<file path="config.mk">
export PLATFORM = sky130hd
export DESIGN_NAME = alu_seq_core
export DESIGN_NICKNAME = d
export VERILOG_FILES = /design/src/rtl/alu_seq_core.sv
export SDC_FILE = /design/constraint.sdc
export NUM_CORES = 1
export LEC_CHECK = 0
export CORE_MARGIN = 1.5
export CORE_UTILIZATION = 51
export CTS_BUF_LIST = sky130_fd_sc_hd__clkbuf_8 sky130_fd_sc_hd__clkbuf_16
export CTS_CLUSTER_SIZE = 40
export DETAILED_ROUTE_END_ITERATION = 8
export GPL_TIMING_DRIVEN = 1
export HOLD_SLACK_MARGIN = 0.02
export PLACE_DENSITY_LB_ADDON = 0.05
export SLEW_MARGIN = 20
export SYNTH_ARGS = -nofsm -noshare
export SYNTH_HDL_FRONTEND = slang
export SYNTH_SLANG_ARGS = --single-unit
</file>
<file path="constraint.sdc">
create_clock -name clk -period 2.15 [get_ports clk]
set_input_delay 0.215 -clock clk [delete_from_list [all_inputs] [get_ports clk]]
set_output_delay 0.215 -clock clk [all_outputs]
set_load 0.005 [all_outputs]
</file>
<file path="src/rtl/alu_seq_core.sv">
// alu_seq_core: handshaked ALU with registered result and flags.
// Single-cycle ops: ADD, SUB, ADDI, AND, OR, XOR, AGEN.
// Shifts (SLL/SRL/SRA) run in an iterative shifter at one bit per cycle.
// Ports:
//   clk, rst                  clock (rising edge), async active-high reset
//   in_valid/in_ready         input handshake for op, a, b, imm
//   op[3:0]                   0 ADD,1 SUB,2 ADDI,3 AND,4 OR,5 XOR,6 SLL,7 SRL,8 SRA,9 AGEN
//   a, b [WIDTH-1:0]          operands; shifts use b[SHAMT_W-1:0]
//   imm [IMM_W-1:0]           immediate/offset, sign-extended
//   out_valid/out_ready       output handshake
//   result, flag_z/n/c/v, err registered result, flags, illegal-op indicator
//   busy                      FSM not idle
module alu_seq_core #(
    parameter int unsigned WIDTH   = 16,
    parameter int unsigned IMM_W   = 8,
    parameter int unsigned SHAMT_W = $clog2(WIDTH)
) (
    input  logic               clk,
    input  logic               rst,
    input  logic               in_valid,
    output logic               in_ready,
    input  logic [3:0]         op,
    input  logic [WIDTH-1:0]   a,
    input  logic [WIDTH-1:0]   b,
    input  logic [IMM_W-1:0]   imm,
    output logic               out_valid,
    input  logic               out_ready,
    output logic [WIDTH-1:0]   result,
    output logic               flag_z,
    output logic               flag_n,
    output logic               flag_c,
    output logic               flag_v,
    output logic               err,
    output logic               busy
);

    localparam int unsigned Msb = WIDTH - 1;

    localparam logic [3:0] OpAdd  = 4'd0;
    localparam logic [3:0] OpSub  = 4'd1;
    localparam logic [3:0] OpAddi = 4'd2;
    localparam logic [3:0] OpAnd  = 4'd3;
    localparam logic [3:0] OpOr   = 4'd4;
    localparam logic [3:0] OpXor  = 4'd5;
    localparam logic [3:0] OpSll  = 4'd6;
    localparam logic [3:0] OpSrl  = 4'd7;
    localparam logic [3:0] OpSra  = 4'd8;
    localparam logic [3:0] OpAgen = 4'd9;

    typedef enum logic [1:0] {StIdle, StShift, StDone} state_e;
    typedef enum logic [1:0] {ShSll, ShSrl, ShSra} shift_e;

    state_e             state_q, state_d;
    shift_e             shift_q, shift_d;
    logic [SHAMT_W-1:0] cnt_q, cnt_d;
    // result_q doubles as the shifter working register while in StShift.
    logic [WIDTH-1:0]   result_q, result_d;
    logic               z_q, z_d, n_q, n_d, c_q, c_d, v_q, v_d, err_q, err_d;

    logic               accept;
    logic [WIDTH-1:0]   imm_ext;
    logic [WIDTH-1:0]   add_b;
    logic [WIDTH:0]     sum;
    logic [WIDTH:0]     diff;
    logic [SHAMT_W-1:0] amt;
    logic [WIDTH-1:0]   res;
    logic               res_c, res_v, res_err;
    logic [WIDTH-1:0]   sh_next;
    logic               sh_out;

    always_comb begin
        in_ready = !rst && ((state_q == StIdle) || ((state_q == StDone) && out_ready));
        accept   = in_valid && in_ready;
        imm_ext  = WIDTH'($signed(imm));
        add_b    = (op == OpAdd) ? b : imm_ext;
        sum      = {1'b0, a} + {1'b0, add_b};
        diff     = {1'b0, a} - {1'b0, b};
        amt      = b[SHAMT_W-1:0];
    end

    // Single-cycle datapath result for the op on the input port.
    always_comb begin
        res     = '0;
        res_c   = 1'b0;
        res_v   = 1'b0;
        res_err = 1'b0;
        case (op)
            OpAdd, OpAddi, OpAgen: begin
                res   = sum[WIDTH-1:0];
                res_c = sum[WIDTH];
                res_v = (a[Msb] == add_b[Msb]) && (res[Msb] != a[Msb]);
            end
            OpSub: begin
                res   = diff[WIDTH-1:0];
                res_c = diff[WIDTH];  // borrow
                res_v = (a[Msb] != b[Msb]) && (res[Msb] != a[Msb]);
            end
            OpAnd: res = a & b;
            OpOr:  res = a | b;
            OpXor: res = a ^ b;
            OpSll, OpSrl, OpSra: res = a;  // zero-amount shift passes a through
            default: res_err = 1'b1;
        endcase
    end

    // One shifter step on the working register.
    always_comb begin
        sh_next = result_q;
        sh_out  = 1'b0;
        case (shift_q)
            ShSll: begin
                sh_next = {result_q[WIDTH-2:0], 1'b0};
                sh_out  = result_q[Msb];
            end
            ShSrl: begin
                sh_next = {1'b0, result_q[WIDTH-1:1]};
                sh_out  = result_q[0];
            end
            ShSra: begin
                // MSB is never changed by SRA, so it still holds the original a[Msb].
                sh_next = {result_q[Msb], result_q[WIDTH-1:1]};
                sh_out  = result_q[0];
            end
            default: ;
        endcase
    end

    always_comb begin
        state_d  = state_q;
        shift_d  = shift_q;
        cnt_d    = cnt_q;
        result_d = result_q;
        z_d      = z_q;
        n_d      = n_q;
        c_d      = c_q;
        v_d      = v_q;
        err_d    = err_q;

        case (state_q)
            StIdle, StDone: begin
                if (accept) begin
                    if ((op == OpSll || op == OpSrl || op == OpSra) && (amt != '0)) begin
                        state_d  = StShift;
                        cnt_d    = amt;
                        result_d = a;
                        z_d      = 1'b0;
                        n_d      = 1'b0;
                        c_d      = 1'b0;
                        v_d      = 1'b0;
                        err_d    = 1'b0;
                        case (op)
                            OpSll:   shift_d = ShSll;
                            OpSrl:   shift_d = ShSrl;
                            default: shift_d = ShSra;
                        endcase
                    end else begin
                        state_d  = StDone;
                        result_d = res;
                        z_d      = (res == '0);
                        n_d      = res[Msb];
                        c_d      = res_c;
                        v_d      = res_v;
                        err_d    = res_err;
                    end
                end else if (state_q == StDone && out_ready) begin
                    state_d = StIdle;
                end
            end
            StShift: begin
                result_d = sh_next;
                c_d      = sh_out;
                cnt_d    = cnt_q - SHAMT_W'(1);
                if (cnt_q == SHAMT_W'(1)) begin
                    state_d = StDone;
                    z_d     = (sh_next == '0);
                    n_d     = sh_next[Msb];
                    v_d     = 1'b0;
                    err_d   = 1'b0;
                end
            end
            default: state_d = StIdle;
        endcase
    end

    always_ff @(posedge clk or posedge rst) begin
        if (rst) begin
            state_q  <= StIdle;
            shift_q  <= ShSll;
            cnt_q    <= '0;
            result_q <= '0;
            z_q      <= 1'b0;
            n_q      <= 1'b0;
            c_q      <= 1'b0;
            v_q      <= 1'b0;
            err_q    <= 1'b0;
        end else begin
            state_q  <= state_d;
            shift_q  <= shift_d;
            cnt_q    <= cnt_d;
            result_q <= result_d;
            z_q      <= z_d;
            n_q      <= n_d;
            c_q      <= c_d;
            v_q      <= v_d;
            err_q    <= err_d;
        end
    end

    always_comb begin
        out_valid = (state_q == StDone);
        busy      = (state_q != StIdle);
        result    = result_q;
        flag_z    = z_q;
        flag_n    = n_q;
        flag_c    = c_q;
        flag_v    = v_q;
        err       = err_q;
    end

endmodule

</file>
## Word level (Yosys, flattened, before mapping)

Index checks and enable logic that the tools add are counted.

- Register bits: 29
- Latch bits: 0
- Bits in writable memories: 0
- Memory bits (read-only): 0
- Output and inout bits: 24
- Word-level logic and storage cells: 102
- Memories kept: 0

- Add/sub/neg operators: 3
- Multiply operators: 0
- Divide/modulo/power cells: 0
- Order comparisons: 0
- Equal/unequal tests: 22
- Shift-type cells: 0
- Mux-type cells: 37
- Bitwise logic cells: 3
- Reduce and logical (&&, ||, !) cells: 28

Operator list:

| cell | number |
|---|---|
| one-hot mux 16 bit (6 select lines) | 1 |
| 2-to-1 mux 16 bit | 3 |
| one-hot mux 16 bit (3 select lines) | 1 |
| zero test 16 bit | 2 |
| one-hot mux 16 bit (2 select lines) | 1 |
| adder 16 x 16 -> 17 bit | 1 |
| subtractor 16 x 16 -> 17 bit | 1 |
| AND 16 bit | 1 |
| equality test 4 x 3 -> 1 bit (second input constant) | 4 |
| OR 16 bit | 1 |
| one-hot mux 1 bit (2 select lines) | 8 |
| bitwise XOR 16 bit | 1 |
| 2-to-1 mux 1 bit | 14 |
| OR reduction 10 bit | 1 |
| AND reduction 3 bit | 3 |
| equality test 4 x 1 -> 1 bit (second input constant) | 2 |
| equality test 4 x 2 -> 1 bit (second input constant) | 2 |
| equality test 4 bit (second input constant) | 2 |
| 2-to-1 mux 2 bit | 4 |
| 2-to-1 mux 4 bit | 2 |
| one-hot mux 2 bit (2 select lines) | 2 |
| one-hot mux 4 bit (2 select lines) | 1 |
| logical AND 1 bit | 6 |
| inequality test 2 bit (second input constant) | 3 |
| other kinds (15) | 26 |

## Longest topological paths before layout

Gate-level depths: netlist (run 1).

- Depth in word-level cells: 9
- Gate-level depth with buffers: 17
- Gate-level depth less buffers: 14

## Worst setup path before layout (run 1)

OpenSTA, ideal clock, no wires.

- Path kind: input to register
- Start: in op[2]
- End: reg z_q (netlist: flag_z)
- Arrival time: 3695 ps
- Data required time: 2074 ps
- Setup slack: -1621 ps
- Cell stages on the path: 15
- Path buffers: 3
- Path through: buf_2 > buf_1 > nor4_2 > clkbuf_1 > mux2_2 > ha_1 > a21oi_1 > o21ai_1 > o311ai_1 > a2111oi_0 > nor3_1 > o31ai_1 > nor4_4 > nand4_1 > o21ai_1

- Longest elaborated chain between the ends: 8
- Elaborated cells on any way between the ends: 22
- Those cells by class: 1 x add/sub; 9 x eq/ne; 5 x mux; 7 x reduce/logical

Ends and longest elaborated chain:

| item | RTL line | source |
|---|---|---|
| start: declaration | 22 | `input logic [3:0] op,` |
| zero test 4 bit | 75, 87 |  |
| 2-to-1 mux 16 bit | 75 | `add_b = (op == OpAdd) ? b : imm_ext;` |
| adder 16 x 16 -> 17 bit | 76 | `sum = {1'b0, a} + {1'b0, add_b};` |
| one-hot mux 16 bit (6 select lines) | 87 | `case (op)` |
| zero test 16 bit | 159 | `z_d = (res == '0);` |
| 2-to-1 mux 1 bit * | 142 | `if ((op == OpSll \|\| op == OpSrl \|\| op == OpSra) && (amt != '0)) begin` |
| 2-to-1 mux 1 bit * | 141 | `if (accept) begin` |
| one-hot mux 1 bit (2 select lines) * | 139 | `case (state_q)` |
| end signal: assignment | 201 | `z_q <= z_d;` |
| end: declaration | 58 | `logic z_q, z_d, n_q, n_d, c_q, c_d, v_q, v_d, err_q, err_d;` |

Every way passes the cells marked *; elsewhere a longest branch is shown, timed or not. The select of a mux whose other input is x is not followed.
A chain may end at the register's enable or synchronous reset.

## Worst setup path in the final report (run 1)

- Start: in op[3]
- End: reg z_q (netlist: flag_z)

The elaborated chain is that of the path after synthesis.

==> impl_metrics.ini, run 1 <==
[clock_network]
cts_made_buffers = 5
cts_sinks = 29
path_clk_slew_ns = 0.07
htree_levels = 2
insertion_delay_ns = 0.29
hold_buffers = 0
root_buffer = clkbuf_8
clockBufferDepth = 2
cts_tree = done

[routing]
wl_per_cell_um = 21.0
antenna_left = 0
dr.pass1.iters = 8
avgViaCountPerCell = 6.37
drt_iter0_markers = 568
wirelength_mm = 22.7
dr_total_vias = 6864
drcViolationCount = 0

[sta]
skew_ns = 0.00724
worstMarginPinSlew_ns = 0.886
finalCritPeriodShare = 1.57
finalSetupTns_ns = -15.48
setup_viol = 20
relSlewSlack = 0.408
finalHoldViolCount = 0
max_freq_ghz = 0.297
slew_viol_final = 0
rsz0062_at_grt = yes
fin_crit_ns = 3.37
layout_setup_ws_ns = -1.22

[worst_setup_path]
path_buf_inv = 3
endpoint_kind = flop
slowest_delay_ns = 0.36
worstPathRequired_ns = 2.37
path_max_fanout = 3
regToRegSetupSlack_ns = -0.36
crit_chain = clkdlybuf4s15_2 -> nor4_4 -> buf_4 -> mux2_4 -> ha_4 -> inv_2 -> fa_2 -> nand3b_1 -> a211oi_2 -> nor2_1 -> a31oi_1 -> mux2i_1 -> o2111ai_2 -> nor4_2 -> nand4_1 -> o21ai_1
critPathLaunchType = input port
crit_slowest_cell = a211oi_2
cp.arrival_ns = 3.58
cpLargestDelayFamily = simple AND/OR/NAND/NOR gates
path_class = in2reg

[grt]
grt_max_degree = 30
grt.total_usage = 0.390
grt_first_pass_wirelength_mm = 31.5
grt_overflow = 0
antenna_found_initial = 0
grt_pass1_vias = 6495

[power]
powerDensity_mw_per_mm2 = 664
leakage_uw = 0.00380
total_power_uw = 5390
vdd_ir_drop_max_mv = 0.439

[layout]
drive_above_1_share = 0.369
fin_cells = 1078
diodes = 0
area_growth_pct = 65.6
final_common_cell = buf_4
num-nets-final = 1072
final_core_util = 0.874
layout_common_cells = 222 x buf_4, 74 x nor2_1, 74 x nand2_1

[logic_synthesis]
synth_top_family_by_area = compound AO/OA/AOI/OAI gates
syn-num-nets = 791
async_reset_ff_frac = 1.00
synthMuxAreaShare = 0.0222
synth_warnings = 0
yosysTopAreaCell = ha_1
syn_inst = 667
synth_area_per_cell_sq_um = 7.34
syn_area_sq_mm = 0.00490
synth_compound_area_frac = 0.279
ys_ff_latch = 29
yosys.area_share.simple = 0.249
synth_top_area_frac = 0.189
ys_types = 76
yosysSeqAreaShare = 0.148
synth_fa_ha_area_frac = 0.197
synthTopCellsByArea = ha_1 19%, dfrtp_1 15%, nand2_1 6.1%
synthXorXnorAreaFrac = 0.0358
synth_enable_flop_cells = 0
dominantRegCellSynth = dfrtp_1

[die]
dieHeight_um = 101
design.core.area_sq_mm = 0.00928
row_count = 35
die_w_um = 101
io_pins = 72
die_area_sq_mm = 0.0102
start_util = 0.528

[placement]
place_inst = 1054
portBuffers = 71
pre_cts_slack_ns = -1.69
gp_congestion = 1.02
dp_hpwl_mm = 15.7

[min_path]
min_path_type = reg2reg

[status]
violations = setup timing
status = complete, but fails checks

[flow_run]
max-cap-violations = 0
synthesized netlist by cell type, types with 9 or more instances:
| master | count |
|---|---|
| inv_1 | 53 |
| a21oi_1 | 35 |
| nand2_1 | 80 |
| xnor2_1 | 13 |
| ha_1 | 74 |
| buf_2 | 10 |
| nor2_1 | 78 |
| nand3_1 | 9 |
| nor2b_1 | 10 |
| nor3_1 | 20 |
| nand4_1 | 10 |
| a221oi_1 | 23 |
| o21ai_0 | 43 |
| dfrtp_1 | 29 |
| clkbuf_1 | 17 |
power by group:
part	switching (uW)	internal, uW	total [uW]
Clock	241	223	464
Combinational	1820	2010	3840
Sequential	305	784	1090
logic make-up (layout without fill, tap and decap cells):
kind of cell    Yosys count  count (layout)
compound gates          192             192
xor+xnor                 20              20
fa+ha+maj                76              76
buf+inv                  87             369
flops                    29              29
mux                      10              10
simple gates            253             253
registers in the layout, indices dropped and copies added (netlist names):
name,cells
cnt_q,4
err,1
flag_c,1
flag_n,1
flag_v,1
flag_z,1
result,16
shift_q,2
state_q,2
layer usage:
metal	track usage	part of all wire	wire (um)	vias up
li1	-	-	-	3000
met1	0.445	0.35	7860	3168
met2	0.717	0.48	10800	511
met3	0.0485	0.091	2070	185
met4	0.186	0.083	1890	0
met5	0	0	0	-
path summary, 6_finish.rpt:
check,cells after the start,endpoint,startpoint
worst min-delay path,2,flag_n,flag_n
worst max register to register,11,flag_z,shift_q[0]
max in group asynchronous,4,result[11],rst
worst max-delay path,16,flag_z,op[3]
min in group asynchronous,4,result[4],rst
worst min register to register,2,flag_n,flag_n
timing repair:
action,4_1_cts,5_1_grt
resized for setup,42,82
setup buffers,5,15
endpoints found under the setup margin,27,24
endpoints found under the hold margin,0,0
pin swaps,12,37
stage by stage:
step                      area [sq um]  hold WS [ns]
after floorplan                   5060         0.293
after global placement            7420         0.473
after detailed placement          7420         0.480
after CTS                         7640         0.495
after global routing              8110         0.531
final                             8110         0.496
final cells by class:
class | count | area [sq um]
Sequential cell | 29 | 726
Inverter | 56 | 210
Clock inverter | 3 | 17.5
Tap cell | 129 | 161
Multi-Input combinational cell | 551 | 4390
Fill cell | 496 | 1170
Clock buffer | 5 | 68.8
Timing Repair Buffer | 305 | 2540
worst min-delay path, delay by kind of cell, from the launching register on:
kind / cells / cell delay, ns
simple gates: 1 / 0.07
flops: 1 / 0.35
compound gates: 1 / 0.05
Power figures use the tool's default switching activity.
==> run 2: changes to the inputs <==
- CAP_MARGIN: not set -> 15
==> results of run 2 <==
Final layout, timing and power as in run 1 (identical DEF).
==> run 3: changes to the inputs <==
- CORE_UTILIZATION: 51 -> 55
- clock period: 2.15 -> 4.3 ns (I/O delays scaled with it)
==> impl_metrics.ini, run 3 (synthesized netlist as in run 1, its figures left out) <==
[power]
leakage_uw = 0.00259
vdd_ir_drop_max_mv = 0.178
powerDensity_mw_per_mm2 = 346

[placement]
place_area_sq_mm = 0.00574
pre_cts_slack_ns = -0.105
portBuffers = 71
dp_hpwl_mm = 12.0
gp_congestion = 1.00
place_inst = 830

[layout]
fin_cells = 837
nFillCells = 750
final_common_cell = nand2_1
final_area_sq_mm = 0.00583
largest_register_ffs = 16
area_growth_pct = 19.1
multi_input_area_sq_mm = 0.00385
final_core_util = 0.672
layout_common_cells = 80 x nand2_1, 78 x nor2_1, 74 x ha_1
num-nets-final = 853
ff_latch_area_sq_um = 726
diodes = 0
drive_above_1_share = 0.0754

[grt]
antenna_found_initial = 0
grt_max_degree = 32
grt_pass1_vias = 5209
grt_first_pass_wirelength_mm = 24.8
grt_overflow = 0
grt.total_usage = 0.319

[worst_setup_path]
critPathLaunchType = input port
crit_slowest_cell = a221oi_1
regToRegSetupSlack_ns = 1.03
endpoint_kind = flop
crit_chain = clkdlybuf4s50_1 -> nor4_4 -> buf_4 -> mux2_2 -> ha_1 -> a211oi_1 -> o21ai_0 -> o21ai_0 -> xnor2_1 -> a221oi_1 -> nand4bb_1 -> nor4_4 -> nand4_1 -> o21ai_1
r2r-start = shift_q[1]
path_class = in2reg
path_buf_inv = 2
cpLargestDelayFamily = compound AO/OA/AOI/OAI gates
reg2reg_to = flag_z
path_max_fanout = 17
worstPathRequired_ns = 4.50
cp.arrival_ns = 4.19
slowest_delay_ns = 0.53
worstRegToRegCells = 8

[routing]
wl_per_cell_um = 18.1
wirelength_mm = 15.2
avgViaCountPerCell = 6.42
dr_total_vias = 5376
drcViolationCount = 0
dr.pass1.iters = 5
drt_iter0_markers = 400
antenna_left = 0

[sta]
layout_setup_ws_ns = 0.309
max_freq_ghz = 0.251
setup_viol = 0
worstMarginPinSlew_ns = 0.952
finalHoldViolCount = 0
finalCritPeriodShare = 0.928
rsz0062_at_grt = no
fin_crit_ns = 3.99
relSlewSlack = 0.366
slew_viol_final = 0
skew_ns = 0.00864

[die]
design.core.area_sq_mm = 0.00868
die_w_um = 97.4
dieHeight_um = 97.4
row_count = 34
io_pins = 72
die_area_sq_mm = 0.00948
start_util = 0.564

[clock_network]
cts_made_buffers = 5
ctsResizeCount = 0
clockBufferDepth = 2
htree_levels = 2
hold_buffers = 0
cts_sinks = 29
root_buffer = clkbuf_8
post_cts_buffers = 0
insertion_delay_ns = 0.28
path_clk_slew_ns = 0.06
cts_tree = done

[min_path]
whs_path_depth = 2
min_path_type = reg2reg
min_to = flag_n
min_from = flag_n

[flow_run]
max-cap-violations = 0

[status]
status = complete, no violations
-- run 3: worst register-to-register path, stage by stage, from the launching register on --
cell	delay [ns]
dfrtp_1	0.40
ha_1	0.81
nor2_1	0.47
a222oi_1	0.55
nand4_1	0.15
or4_1	0.56
nor2_1	0.11
a21oi_1	0.06
o21ai_1	0.10
-- run 3: layout make-up --
type	instances	share of cell area
Tap cell	108	0.0232
Sequential cell	29	0.124
Multi-Input combinational cell	551	0.660
Inverter	56	0.0360
Timing Repair Buffer	86	0.141
Clock inverter	1	0.000644
Clock buffer	6	0.0142
-- run 3: power by group --
part	leakage, uW	switching [uW]	internal (uW)
clock network	0.0000485	100	124
registers	0.000348	155	393
logic	0.00219	650	595
total	0.00259	905	1110
-- run 3: how the worst max path moves through the flow --
| stage | startpoint | endpoint | cells past startpoint |
|---|---|---|---|
| floorplan | op[2] | flag_z | 15 |
| global placement | op[2] | flag_z | 16 |
| global route | op[2] | flag_z | 14 |
| finish | op[2] | flag_z | 14 |
| detailed placement | op[2] | flag_z | 16 |
| CTS | op[2] | flag_z | 16 |
-- run 3: routing by layer --
layer / wire, um / global-route usage / vias up / share of wire
met3: 1110 / 0.0446 / 45 / 0.073
met5: 0 / 0 / - / 0
met4: 470 / 0.118 / 0 / 0.031
li1: - / - / 2555 / -
met1: 6430 / 0.400 / 2525 / 0.42
met2: 7160 / 0.554 / 251 / 0.47
-- run 3: through the flow --
stage | hold WS, ns | power (uW) | setup TNS (ns)
2_1_floorplan | 0.473 | 1270 | 0
3_3_place_gp | 0.475 | 1740 | 0
3_5_place_dp | 0.490 | 1770 | -0.149
4_1_cts | 0.503 | 2000 | 0
5_1_grt | 0.536 | 2170 | 0
6_report | 0.490 | 2020 | 0
